`config.mk`:
```
export PLATFORM = sky130hd
export DESIGN_NAME = ex_mem_buf
export DESIGN_NICKNAME = d
export VERILOG_FILES = /design/src/rtl/ex_mem_pkg.sv /design/src/rtl/ex_mem_slot.sv /design/src/rtl/ex_mem_buf.sv
export SDC_FILE = /design/constraint.sdc
export NUM_CORES = 1
export LEC_CHECK = 0
export CORE_ASPECT_RATIO = 1.1
export CORE_MARGIN = 2
export CORE_UTILIZATION = 40
export CTS_CLUSTER_DIAMETER = 40
export DETAILED_ROUTE_END_ITERATION = 10
export PLACE_DENSITY = 0.69
export RECOVER_POWER = 100
export SETUP_SLACK_MARGIN = 0.2
export SYNTH_ARGS = -nofsm -noshare
export SYNTH_HDL_FRONTEND = slang
export SYNTH_SLANG_ARGS = --single-unit
```
`constraint.sdc`:
```
create_clock -name clk -period 10.48 [get_ports clk]
set_input_delay 3.144 -clock clk [delete_from_list [all_inputs] [get_ports clk]]
set_output_delay 3.144 -clock clk [all_outputs]
set_load 0.01 [all_outputs]
```
`src/rtl/ex_mem_pkg.sv`:
```
// Shared definitions for the EX/MEM pipeline buffer: default widths, control
// bit positions and the occupancy state encoding.
package ex_mem_pkg;

  // Default datapath widths.
  localparam int unsigned DefDataWidth = 32;
  localparam int unsigned DefRegAddrW  = 5;

  // ex_ctrl is {reg_write, mem_read, mem_write, branch}.
  localparam int unsigned CtrlW        = 4;
  localparam int unsigned CtrlRegWrite = 3;
  localparam int unsigned CtrlMemRead  = 2;
  localparam int unsigned CtrlMemWrite = 1;
  localparam int unsigned CtrlBranch   = 0;

  // Occupancy: no beat, head only, head plus skid.
  typedef enum logic [1:0] {
    StEmpty = 2'd0,
    StHead  = 2'd1,
    StFull  = 2'd2
  } buf_state_e;

  // Width of one packed beat {alu_result, rd, ctrl, store_data}.
  function automatic int unsigned beat_width(input int unsigned data_w,
                                             input int unsigned addr_w);
    return 2 * data_w + addr_w + CtrlW;
  endfunction

endpackage

```
`src/rtl/ex_mem_slot.sv`:
```
// One beat register: loads d_i when load_i is high, otherwise holds.
module ex_mem_slot #(
  parameter int unsigned Width = 8
) (
  input  logic             clk_i,
  input  logic             rst_i,
  input  logic             load_i,
  input  logic [Width-1:0] d_i,
  output logic [Width-1:0] q_o
);

  logic [Width-1:0] q_q;
  logic [Width-1:0] q_d;

  // Hold unless loaded.
  always_comb begin
    q_d = q_q;
    if (load_i) begin
      q_d = d_i;
    end
  end

  // Beat storage, cleared to zero so outputs are never X after reset.
  always_ff @(posedge clk_i or posedge rst_i) begin
    if (rst_i) begin
      q_q <= '0;
    end else begin
      q_q <= q_d;
    end
  end

  assign q_o = q_q;

endmodule

```
`src/rtl/ex_mem_buf.sv`:
```
// EX/MEM pipeline buffer: a head register feeding MEM plus one skid register,
// so ex_ready can be registered without losing a beat when MEM stalls.
module ex_mem_buf
  import ex_mem_pkg::*;
#(
  parameter int unsigned DATA_WIDTH = DefDataWidth,
  parameter int unsigned REG_ADDR_W = DefRegAddrW
) (
  input  logic                  clk,
  input  logic                  rst,
  // EX side
  input  logic                  ex_valid,
  output logic                  ex_ready,
  input  logic [DATA_WIDTH-1:0] alu_result,
  input  logic                  alu_zero,
  input  logic [REG_ADDR_W-1:0] ex_rd,
  input  logic [CtrlW-1:0]      ex_ctrl,
  input  logic [DATA_WIDTH-1:0] ex_store_data,
  input  logic                  flush,
  // MEM side
  output logic                  mem_valid,
  input  logic                  mem_ready,
  output logic [DATA_WIDTH-1:0] mem_alu_result,
  output logic [REG_ADDR_W-1:0] mem_rd,
  output logic [CtrlW-1:0]      mem_ctrl,
  output logic [DATA_WIDTH-1:0] mem_store_data,
  // Status
  output logic                  branch_taken,
  output logic [15:0]           beat_count
);

  localparam int unsigned BeatW = beat_width(DATA_WIDTH, REG_ADDR_W);

  buf_state_e       state_q, state_d;
  logic             ex_ready_q, ex_ready_d;
  logic             branch_q, branch_d;
  logic [15:0]      count_q, count_d;

  logic             accept;
  logic             deliver;
  logic             head_load;
  logic             skid_load;
  logic             head_from_skid;
  logic [BeatW-1:0] in_beat;
  logic [BeatW-1:0] head_d;
  logic [BeatW-1:0] head_q;
  logic [BeatW-1:0] skid_q;

  assign in_beat   = {alu_result, ex_rd, ex_ctrl, ex_store_data};
  assign mem_valid = (state_q != StEmpty);
  assign accept    = ex_valid & ex_ready_q;
  assign deliver   = mem_valid & mem_ready;

  // Occupancy transitions and slot load controls; flush overrides everything.
  always_comb begin
    state_d        = state_q;
    head_load      = 1'b0;
    skid_load      = 1'b0;
    head_from_skid = 1'b0;
    unique case (state_q)
      StEmpty: begin
        if (accept) begin
          state_d   = StHead;
          head_load = 1'b1;
        end
      end
      StHead: begin
        if (accept && deliver) begin
          head_load = 1'b1;
        end else if (accept) begin
          state_d   = StFull;
          skid_load = 1'b1;
        end else if (deliver) begin
          state_d = StEmpty;
        end
      end
      StFull: begin
        // ex_ready is low here, so only a deliver can happen.
        if (deliver) begin
          state_d        = StHead;
          head_load      = 1'b1;
          head_from_skid = 1'b1;
        end
      end
      default: begin
        state_d = StEmpty;
      end
    endcase
    if (flush) begin
      state_d   = StEmpty;
      head_load = 1'b0;
      skid_load = 1'b0;
    end
  end

  // Registered ready: derived from next occupancy, never from mem_ready directly.
  always_comb begin
    ex_ready_d = (state_d != StFull);
  end

  // Taken-branch pulse and delivered-beat counter next state.
  always_comb begin
    branch_d = accept & ex_ctrl[CtrlBranch] & alu_zero & ~flush;
    count_d  = count_q;
    if (deliver && !flush) begin
      count_d = count_q + 16'd1;
    end
  end

  // New beats enter the head directly unless the skid is draining into it.
  always_comb begin
    head_d = in_beat;
    if (head_from_skid) begin
      head_d = skid_q;
    end
  end

  // Control state with asynchronous reset.
  always_ff @(posedge clk or posedge rst) begin
    if (rst) begin
      state_q    <= StEmpty;
      ex_ready_q <= 1'b1;
      branch_q   <= 1'b0;
      count_q    <= 16'd0;
    end else begin
      state_q    <= state_d;
      ex_ready_q <= ex_ready_d;
      branch_q   <= branch_d;
      count_q    <= count_d;
    end
  end

  ex_mem_slot #(
    .Width (BeatW)
  ) u_head (
    .clk_i  (clk),
    .rst_i  (rst),
    .load_i (head_load),
    .d_i    (head_d),
    .q_o    (head_q)
  );

  ex_mem_slot #(
    .Width (BeatW)
  ) u_skid (
    .clk_i  (clk),
    .rst_i  (rst),
    .load_i (skid_load),
    .d_i    (in_beat),
    .q_o    (skid_q)
  );

  assign {mem_alu_result, mem_rd, mem_ctrl, mem_store_data} = head_q;
  assign ex_ready     = ex_ready_q;
  assign branch_taken = branch_q;
  assign beat_count   = count_q;

endmodule
```
== After elaboration in Yosys (flattened, before gate mapping) ==
Cells that the tools add are included.

* Add/sub/neg operators: 1
* Equality and inequality tests: 3
* Multiplexer cells: 17
* Bitwise gates (word level): 6
* Reductions and logical operators: 5

{| class="wikitable"
|+ Operator list
! cell !! count
|-
| 2-to-1 mux 73 bit || 1
|-
| adder 16 x 1 -> 16 bit (second input constant) || 1
|-
| 2-to-1 mux 2 bit || 6
|-
| 2-to-1 mux 1 bit || 8
|-
| one-hot mux 2 bit (3 select lines) || 1
|-
| bitwise AND 1 bit || 5
|-
| one-hot mux 1 bit (3 select lines) || 1
|-
| equality test 2 x 1 -> 1 bit (second input constant) || 1
|-
| equality test 2 bit (second input constant) || 1
|-
| logical AND 1 bit || 2
|-
| zero test 2 bit || 1
|-
| inequality test 2 bit (second input constant) || 1
|-
| nonzero test 2 bit || 1
|-
| zero test 1 bit || 1
|-
| inverter 1 bit || 1
|}

* Register bits after elaboration: 166
* Input port bits: 79
* Output and inout bits: 92
* Logic and storage cells: 38

== Logic depth before layout (Yosys ltp) ==
Gate-level depths: netlist of run 1.

* Word-level depth: 8
* Gate-level depth with buffers: 7
* Depth with buffers taken out: 5

== Cells and area by module ==
A second synthesis of run 1 with hierarchy kept.

* Cell total of the unflattened synthesis: 477
* Area total of the unflattened synthesis: 7992.7 um^2

{| class="wikitable"
|+ Modules (own cells, without submodules)
! module !! instances !! cells each !! area an instance (um^2) !! seq. area each (um^2)
|-
| ex_mem_slot || 2 || 155 || 3066.7 || 1826.8
|-
| ex_mem_buf || 1 || 167 || 1859.3 || 501.7
|}

== Worst setup path after synthesis of run 1 ==
OpenSTA, ideal clock, no wires.

* Kind: input-to-reg
* Start: input flush
* End: register count_q[8], in the netlist beat_count[8]
* Library setup time: 0.079 ns
* Arrival time: 4.097 ns
* Data required time: 10.401 ns
* Setup slack: 6.304 ns
* Stages on the path: 4
* Path buffers: 0
* Cells stage by stage: nand2b_2 > or4b_4 > nor2_2 > xor2_1

* Word-level cells in the longest chain between the ends: 2

{| class="wikitable"
|+ RTL lines
! what !! line !! text
|-
| from (decl) || ex_mem_buf.sv:19 || <nowiki>input logic flush,</nowiki>
|-
| zero test 1 bit || ex_mem_buf.sv:105 || <nowiki>if (deliver && !flush) begin</nowiki>
|-
| logical AND 1 bit || ex_mem_buf.sv:105 ||
|-
| to (signal assigned) || ex_mem_buf.sv:129 || <nowiki>count_q <= count_d;</nowiki>
|-
| to (decl) || ex_mem_buf.sv:37 || <nowiki>logic [15:0] count_q, count_d;</nowiki>
|}

Every way passes these cells.
A chain may end at the register's enable or synchronous reset.

== Worst setup path after layout of run 1 ==
* Start: input flush
* End: register u_skid.q_q[21], in the netlist u_skid.q_o[21]

* Word-level cells in the longest chain between the ends: 1

{| class="wikitable"
|+ RTL lines
! what !! line !! text
|-
| 2-to-1 mux 1 bit || ex_mem_buf.sv:89 || <nowiki>if (flush) begin</nowiki>
|-
| to (signal assigned) || ex_mem_slot.sv:28 || <nowiki>q_q <= q_d;</nowiki>
|-
| to (decl) || ex_mem_slot.sv:12 || <nowiki>logic [Width-1:0] q_q;</nowiki>
|}

Every way passes these cells.

==> impl_metrics.json, run 1 <==
{
  "status": "finished with violations",
  "violations": "max-capacitance violations, max-slew violations",
  "cts_resized": 0,
  "dp_hpwl_mm": 10.0,
  "coreArea_um2": 17100,
  "fin_setup_tns_ps": 0,
  "cts_inserted_buffers": 17,
  "die-area_um2": 18600,
  "cts_root_buffer": "clkbuf_16",
  "hold_end": "beat_count[15]",
  "drt-initial-drc-count": 183,
  "drc": 0,
  "cp-start-kind": "input port",
  "wl_mm": 15.0,
  "netlist-cell-type-count": 32,
  "worst_pin_slew_ps": 4050,
  "synth_area_leader_cell": "dfrtp_1",
  "die_h_um": 143,
  "ios": 171,
  "place.gp.congestion": 0.751,
  "n_antenna_cell": 0,
  "grtUsageTotal": 0.164,
  "arrival_ps": 7450,
  "grt_pass1_wl_mm": 23.9,
  "ant_nets": 0,
  "layout-drive-gt1-share": 0.0534,
  "synth_area_um2": 7020,
  "setup_ws_ps": 3320,
  "yosys-top-cells-count": "dfrtp_1 (165), nor2_1 (78), mux2i_1 (75)",
  "r2r_cells": 4,
  "hp-start": "beat_count[15]",
  "postCtsSetupBuffers": 0,
  "ctsHtreeMaxLevel": 4,
  "synthArstFlopShare": 1.00,
  "ys_warn_count": 0,
  "grt_max_degree": 95,
  "syn2layout_area_growth_pct": 33.7,
  "synth_fp_nets": 637,
  "avgSynthCellArea_um2": 12.6,
  "holdPathStages": 1,
  "rows": 50,
  "ys_seq_area_frac": 0.592,
  "finalCritPeriodShare": 0.684,
  "num-fill-cells": 1453,
  "yosysMostFrequentCell": "dfrtp_1",
  "vias": 4797,
  "io_buffers": 170,
  "via_per_inst": 4.98,
  "reg2reg_slack_ps": 6260,
  "worstSetupPathType": "input port to flip-flop",
  "cts.path.max_buffers": 2,
  "holdBufCountCts": 0,
  "rsz0062_at_grt": "false",
  "p_leak_nw": 4.42,
  "wire_per_inst_um": 15.5,
  "grt_pass1_vias": 4786,
  "clk_latency_ps": 410,
  "antenna_found_initial": 0,
  "synth_area_leaders": "dfrtp_1 (59%), mux2_1 (11%), mux2i_1 (11%)",
  "seq_area_um2": 4160,
  "multi_input_area_um2": 2630,
  "r2r-start": "state_q[1]",
  "cp.required_ps": 10760,
  "drt_first_pass_iters": 5,
  "hold_path.class": "flip-flop to flip-flop",
  "slew_headroom": -1.71,
  "synth_top_area_share": 0.588,
  "power_density_nw_per_um2": 195,
  "fmax_mhz": 140,
  "crit_path_end_kind": "flip-flop",
  "cts_tree": "yes",
  "path_max_fanout": 43,
  "die_w_um": 130,
  "ys.flop_type": "dfrtp_1",
  "rr_endpoint": "u_skid.q_o[21]",
  "slew_violations": 206,
  "path_clk_slew_ps": 60,
  "overflow": 0,
  "clock_sinks": 166,
  "synth_edf_count": 0,
  "syn_inst": 557,
  "min_period_ps": 7160,
  "clock_skew_ps": 7.70,
  "floorplan.initialDensity": 0.411,
  "maxCapViolCount": 4,
  "nets": 800,
  "irDropWorstVdd_mv": 0.104,
  "hold_viol_final": 0,
  "setup_viol": 0,
  "pre_cts_ws_ps": 4760,
  "ys_ff_latch": 166
}
## state kept, by name (all words and copies together) (netlist names)
name / count
u_head.q_o: 73
u_skid.q_o: 73
beat_count: 16
state_q: 2
branch_taken: 1
ex_ready: 1
## critical path: stages
cell,delay (ps)
dlygate4sd3_1,670
nor2_1,110
nand3_1,1170
clkbuf_1,1880
mux2_1,420
## layout by cell type (no fill, tap or decap), types with 2 or more instances in the layout
cell | Yosys | final
clkdlybuf4s50_1 | 0 | 75
inv_1 | 3 | 2
and3_1 | 2 | 2
nand2b_1 | 1 | 2
a21oi_1 | 74 | 74
clkbuf_8 | 0 | 4
dlygate4sd3_1 | 0 | 95
mux2_1 | 70 | 70
clkbuf_1 | 0 | 3
clkinv_2 | 0 | 2
dfrtp_1 | 165 | 165
clkinvlp_4 | 0 | 2
mux2_2 | 4 | 4
nor2_1 | 78 | 81
xnor2_1 | 10 | 10
buf_4 | 3 | 4
nand3_1 | 3 | 4
nand4_1 | 7 | 7
mux2i_1 | 75 | 75
clkbuf_16 | 0 | 17
nand2_1 | 8 | 8
xor2_1 | 5 | 5
nor3_1 | 4 | 4
## layout make-up
class / count / share of cell area
repair buffers: 176 / 0.185
multi-input cells: 356 / 0.280
flip-flops and latches: 166 / 0.443
well taps: 234 / 0.0312
clock inverters: 7 / 0.00773
clock buffers: 22 / 0.0516
inverters: 3 / 0.00133
## metrics by stage
| step | hold WS [ps] | power (W) | cell area, um2 | util | cells |
|---|---|---|---|---|---|
| floorplan | 464 | 0.00107 | 7020 | - | 557 |
| global placement | 469 | 0.00126 | 8870 | 0.519 | 935 |
| detailed placement | 470 | 0.00129 | 8870 | 0.519 | 935 |
| CTS | 490 | 0.00188 | 9430 | 0.552 | 964 |
| global route | 496 | 0.00193 | 9390 | 0.550 | 964 |
| finish | 480 | 0.00183 | 9390 | 0.550 | 964 |
## report_power, final
part           switching (W)  total, W  internal (W)
registers          0.0000891  0.000882      0.000793
clock network       0.000238  0.000587      0.000349
logic               0.000159  0.000362      0.000203
total               0.000486   0.00183       0.00135
## logic make-up after synthesis
logic type / after synthesis / share of synthesized area
buffers and inverters: 35 / 0.0317
AO/OA/AOI/OAI: 76 / 0.0549
adder cells (fa/ha/maj): 1 / 0.00178
multiplexers: 149 / 0.226
flip-flops: 166 / 0.592
XOR/XNOR: 15 / 0.0187
AND/OR/NAND/NOR: 115 / 0.0756
## worst max-delay path by stage
| stage | startpoint | endpoint | slack [ps] | cells after the start |
|---|---|---|---|---|
| after detailed placement | mem_ready | u_head.q_o[30] | 4760 | 6 |
| after CTS | mem_ready | u_head.q_o[30] | 5190 | 6 |
| after global routing | flush | u_skid.q_o[32] | 2960 | 5 |
| final | flush | u_skid.q_o[21] | 3320 | 5 |
| after global placement | mem_ready | u_head.q_o[37] | 4800 | 6 |
| after floorplan | rst | beat_count[0] | 2850 | 1 |
## metal layers
layer / part of all wire / track usage
met1: 0.43 / 0.207
met2: 0.50 / 0.279
met3: 0.059 / 0.0438
met4: 0.010 / 0.0441
met5: 0 / 0
Note: power is estimated with default switching activity, not from simulation.
==> run 2, diff against run 1 <==
Clock period 10.48 ns to 7.09 ns, I/O delays scaled along.
==> run 2 against run 1 <==
  * The run still ends with max-capacitance violations, max-slew violations left
  * Critical path depth rose by 1
  * Power rose by 56%
  * Worst hold slack got worse by 5.8 ps
  * Worst setup slack got worse by 1500 ps
  * Final cell count rose by 0.31%
  * Clock-buffer cell count fell by 2
  * Largest cell class unchanged
==> impl_metrics.json, run 2 (synthesized netlist as in run 1, its figures left out) <==
{
  "clock_sinks": 166,
  "via_per_inst": 4.98,
  "cp.required_ps": 7270,
  "holdPathStages": 1,
  "drt-initial-drc-count": 226,
  "fmax_mhz": 190,
  "multi_input_area_um2": 2640,
  "path_clk_slew_ps": 60,
  "grt_pass1_wl_mm": 24.7,
  "overflow": 0,
  "grt_max_degree": 84,
  "internal_power_w": 0.00212,
  "status": "finished with violations",
  "coreArea_um2": 17100,
  "syn2layout_area_growth_pct": 35.1,
  "drt_first_pass_iters": 4,
  "crit_path_end_kind": "flip-flop",
  "postCtsSetupBuffers": 0,
  "pre_cts_ws_ps": 2390,
  "worst_pin_slew_ps": 2320,
  "swShare": 0.257,
  "num-fill-cells": 1459,
  "hold_viol_final": 0,
  "rows": 50,
  "drc": 0,
  "rsz0062_at_grt": "false",
  "ios": 171,
  "io_buffers": 170,
  "utilization": 0.556,
  "floorplan.initialDensity": 0.411,
  "clock_skew_ps": 7.02,
  "worstSetupPathType": "input port to flip-flop",
  "cts.path.max_buffers": 2,
  "irDropWorstVdd_mv": 0.156,
  "antenna_found_initial": 0,
  "vias": 4813,
  "pwr-share-comb": 0.188,
  "ctsHtreeMaxLevel": 4,
  "min_period_ps": 5270,
  "cts_resized": 0,
  "path_max_fanout": 58,
  "place.gp.congestion": 0.781,
  "holdBufCountCts": 0,
  "grt_pass1_vias": 4964,
  "p_leak_nw": 4.47,
  "whs_ps": 474,
  "violations": "max-capacitance violations, max-slew violations",
  "slew_violations": 330,
  "clk_latency_ps": 410,
  "setup_viol": 0,
  "arrival_ps": 5450,
  "power_density_nw_per_um2": 301,
  "seq_area_um2": 4160,
  "die-area_um2": 18600,
  "cts_tree": "yes",
  "grtUsageTotal": 0.170,
  "hold_path.class": "flip-flop to flip-flop",
  "n_antenna_cell": 0,
  "pwr-share-clk": 0.355,
  "cts_root_buffer": "clkbuf_16",
  "fin_setup_tns_ps": 0,
  "switching_power_w": 0.000734,
  "seqPwrFrac": 0.457,
  "r2r_cells": 5,
  "wl_mm": 15.1,
  "wire_per_inst_um": 15.6,
  "nets": 800,
  "setup_ws_ps": 1820,
  "final_cell_mix": "dfrtp_1 (165), dlygate4sd3_1 (95), nor2_1 (81)",
  "layout-drive-gt1-share": 0.0600,
  "dp_hpwl_mm": 10.2,
  "die_h_um": 143,
  "die_w_um": 130,
  "cp-start-kind": "input port",
  "mostFrequentLayoutCell": "dfrtp_1",
  "finalCritPeriodShare": 0.743,
  "ant_nets": 0,
  "maxCapViolCount": 5,
  "cts_inserted_buffers": 17,
  "slew_headroom": -0.546
}
## run 2: cell types whose count changed in the layout (fill, tap and decap cells not counted)
cell	delta
clkinv_2	+1
nand3_2	+1
bufinv_16	+4
clkbuf_1	-1
nand3_1	-1
clkbuf_2	+3
clkinv_4	+1
buf_4	-2
clkinvlp_4	-1
clkbuf_8	-2
## run 2: power by group through the flow
stage	clock (W)	combinational [W]	sequential, W
2_1_floorplan	0	0.000241	0.00134
3_3_place_gp	0	0.000558	0.00131
3_5_place_dp	0	0.000579	0.00132
4_1_cts	0.00104	0.000582	0.00131
5_1_grt	0.00108	0.000590	0.00133
6_report	0.00101	0.000535	0.00130
## run 2: path summary, 6_finish.rpt
kind                                startpoint             end  slack, ps
worst max-delay path                 mem_ready  u_head.q_o[63]       1820
worst min-delay path            beat_count[15]  beat_count[15]        470
worst max register to register      state_q[0]  u_head.q_o[63]       3660
worst min register to register  beat_count[15]  beat_count[15]        470
max in group asynchronous                  rst  u_head.q_o[58]       2040
min in group asynchronous                  rst  u_head.q_o[36]       2730
## run 2: cell type report
class / count / area share
flip-flops and latches: 166 / 0.438
multi-input cells: 356 / 0.278
repair buffers: 176 / 0.183
clock buffers: 20 / 0.0481
well taps: 234 / 0.0309
clock inverters: 12 / 0.0210
inverters: 3 / 0.00132
## run 2: routing by layer
| layer | track usage | share of wire | vias up |
|---|---|---|---|
| li1 | - | - | 2273 |
| met1 | 0.222 | 0.44 | 2385 |
| met2 | 0.274 | 0.49 | 135 |
| met3 | 0.0476 | 0.052 | 20 |
| met4 | 0.0532 | 0.016 | 0 |
| met5 | 0 | 0 | - |
## run 2: metrics by stage
step	total power (W)	cells	area, um2
floorplan	0.00158	557	7020
global placement	0.00187	935	8870
detailed placement	0.00190	935	8870
CTS	0.00293	967	9530
global route	0.00301	967	9490
finish	0.00285	967	9490
## run 2: critical path, stage by stage
cell and delay (ps):
dlygate4sd3_1 660, nand3b_1 120, buf_4 300, a31oi_4 330, clkbuf_1 1680, a21oi_1 180
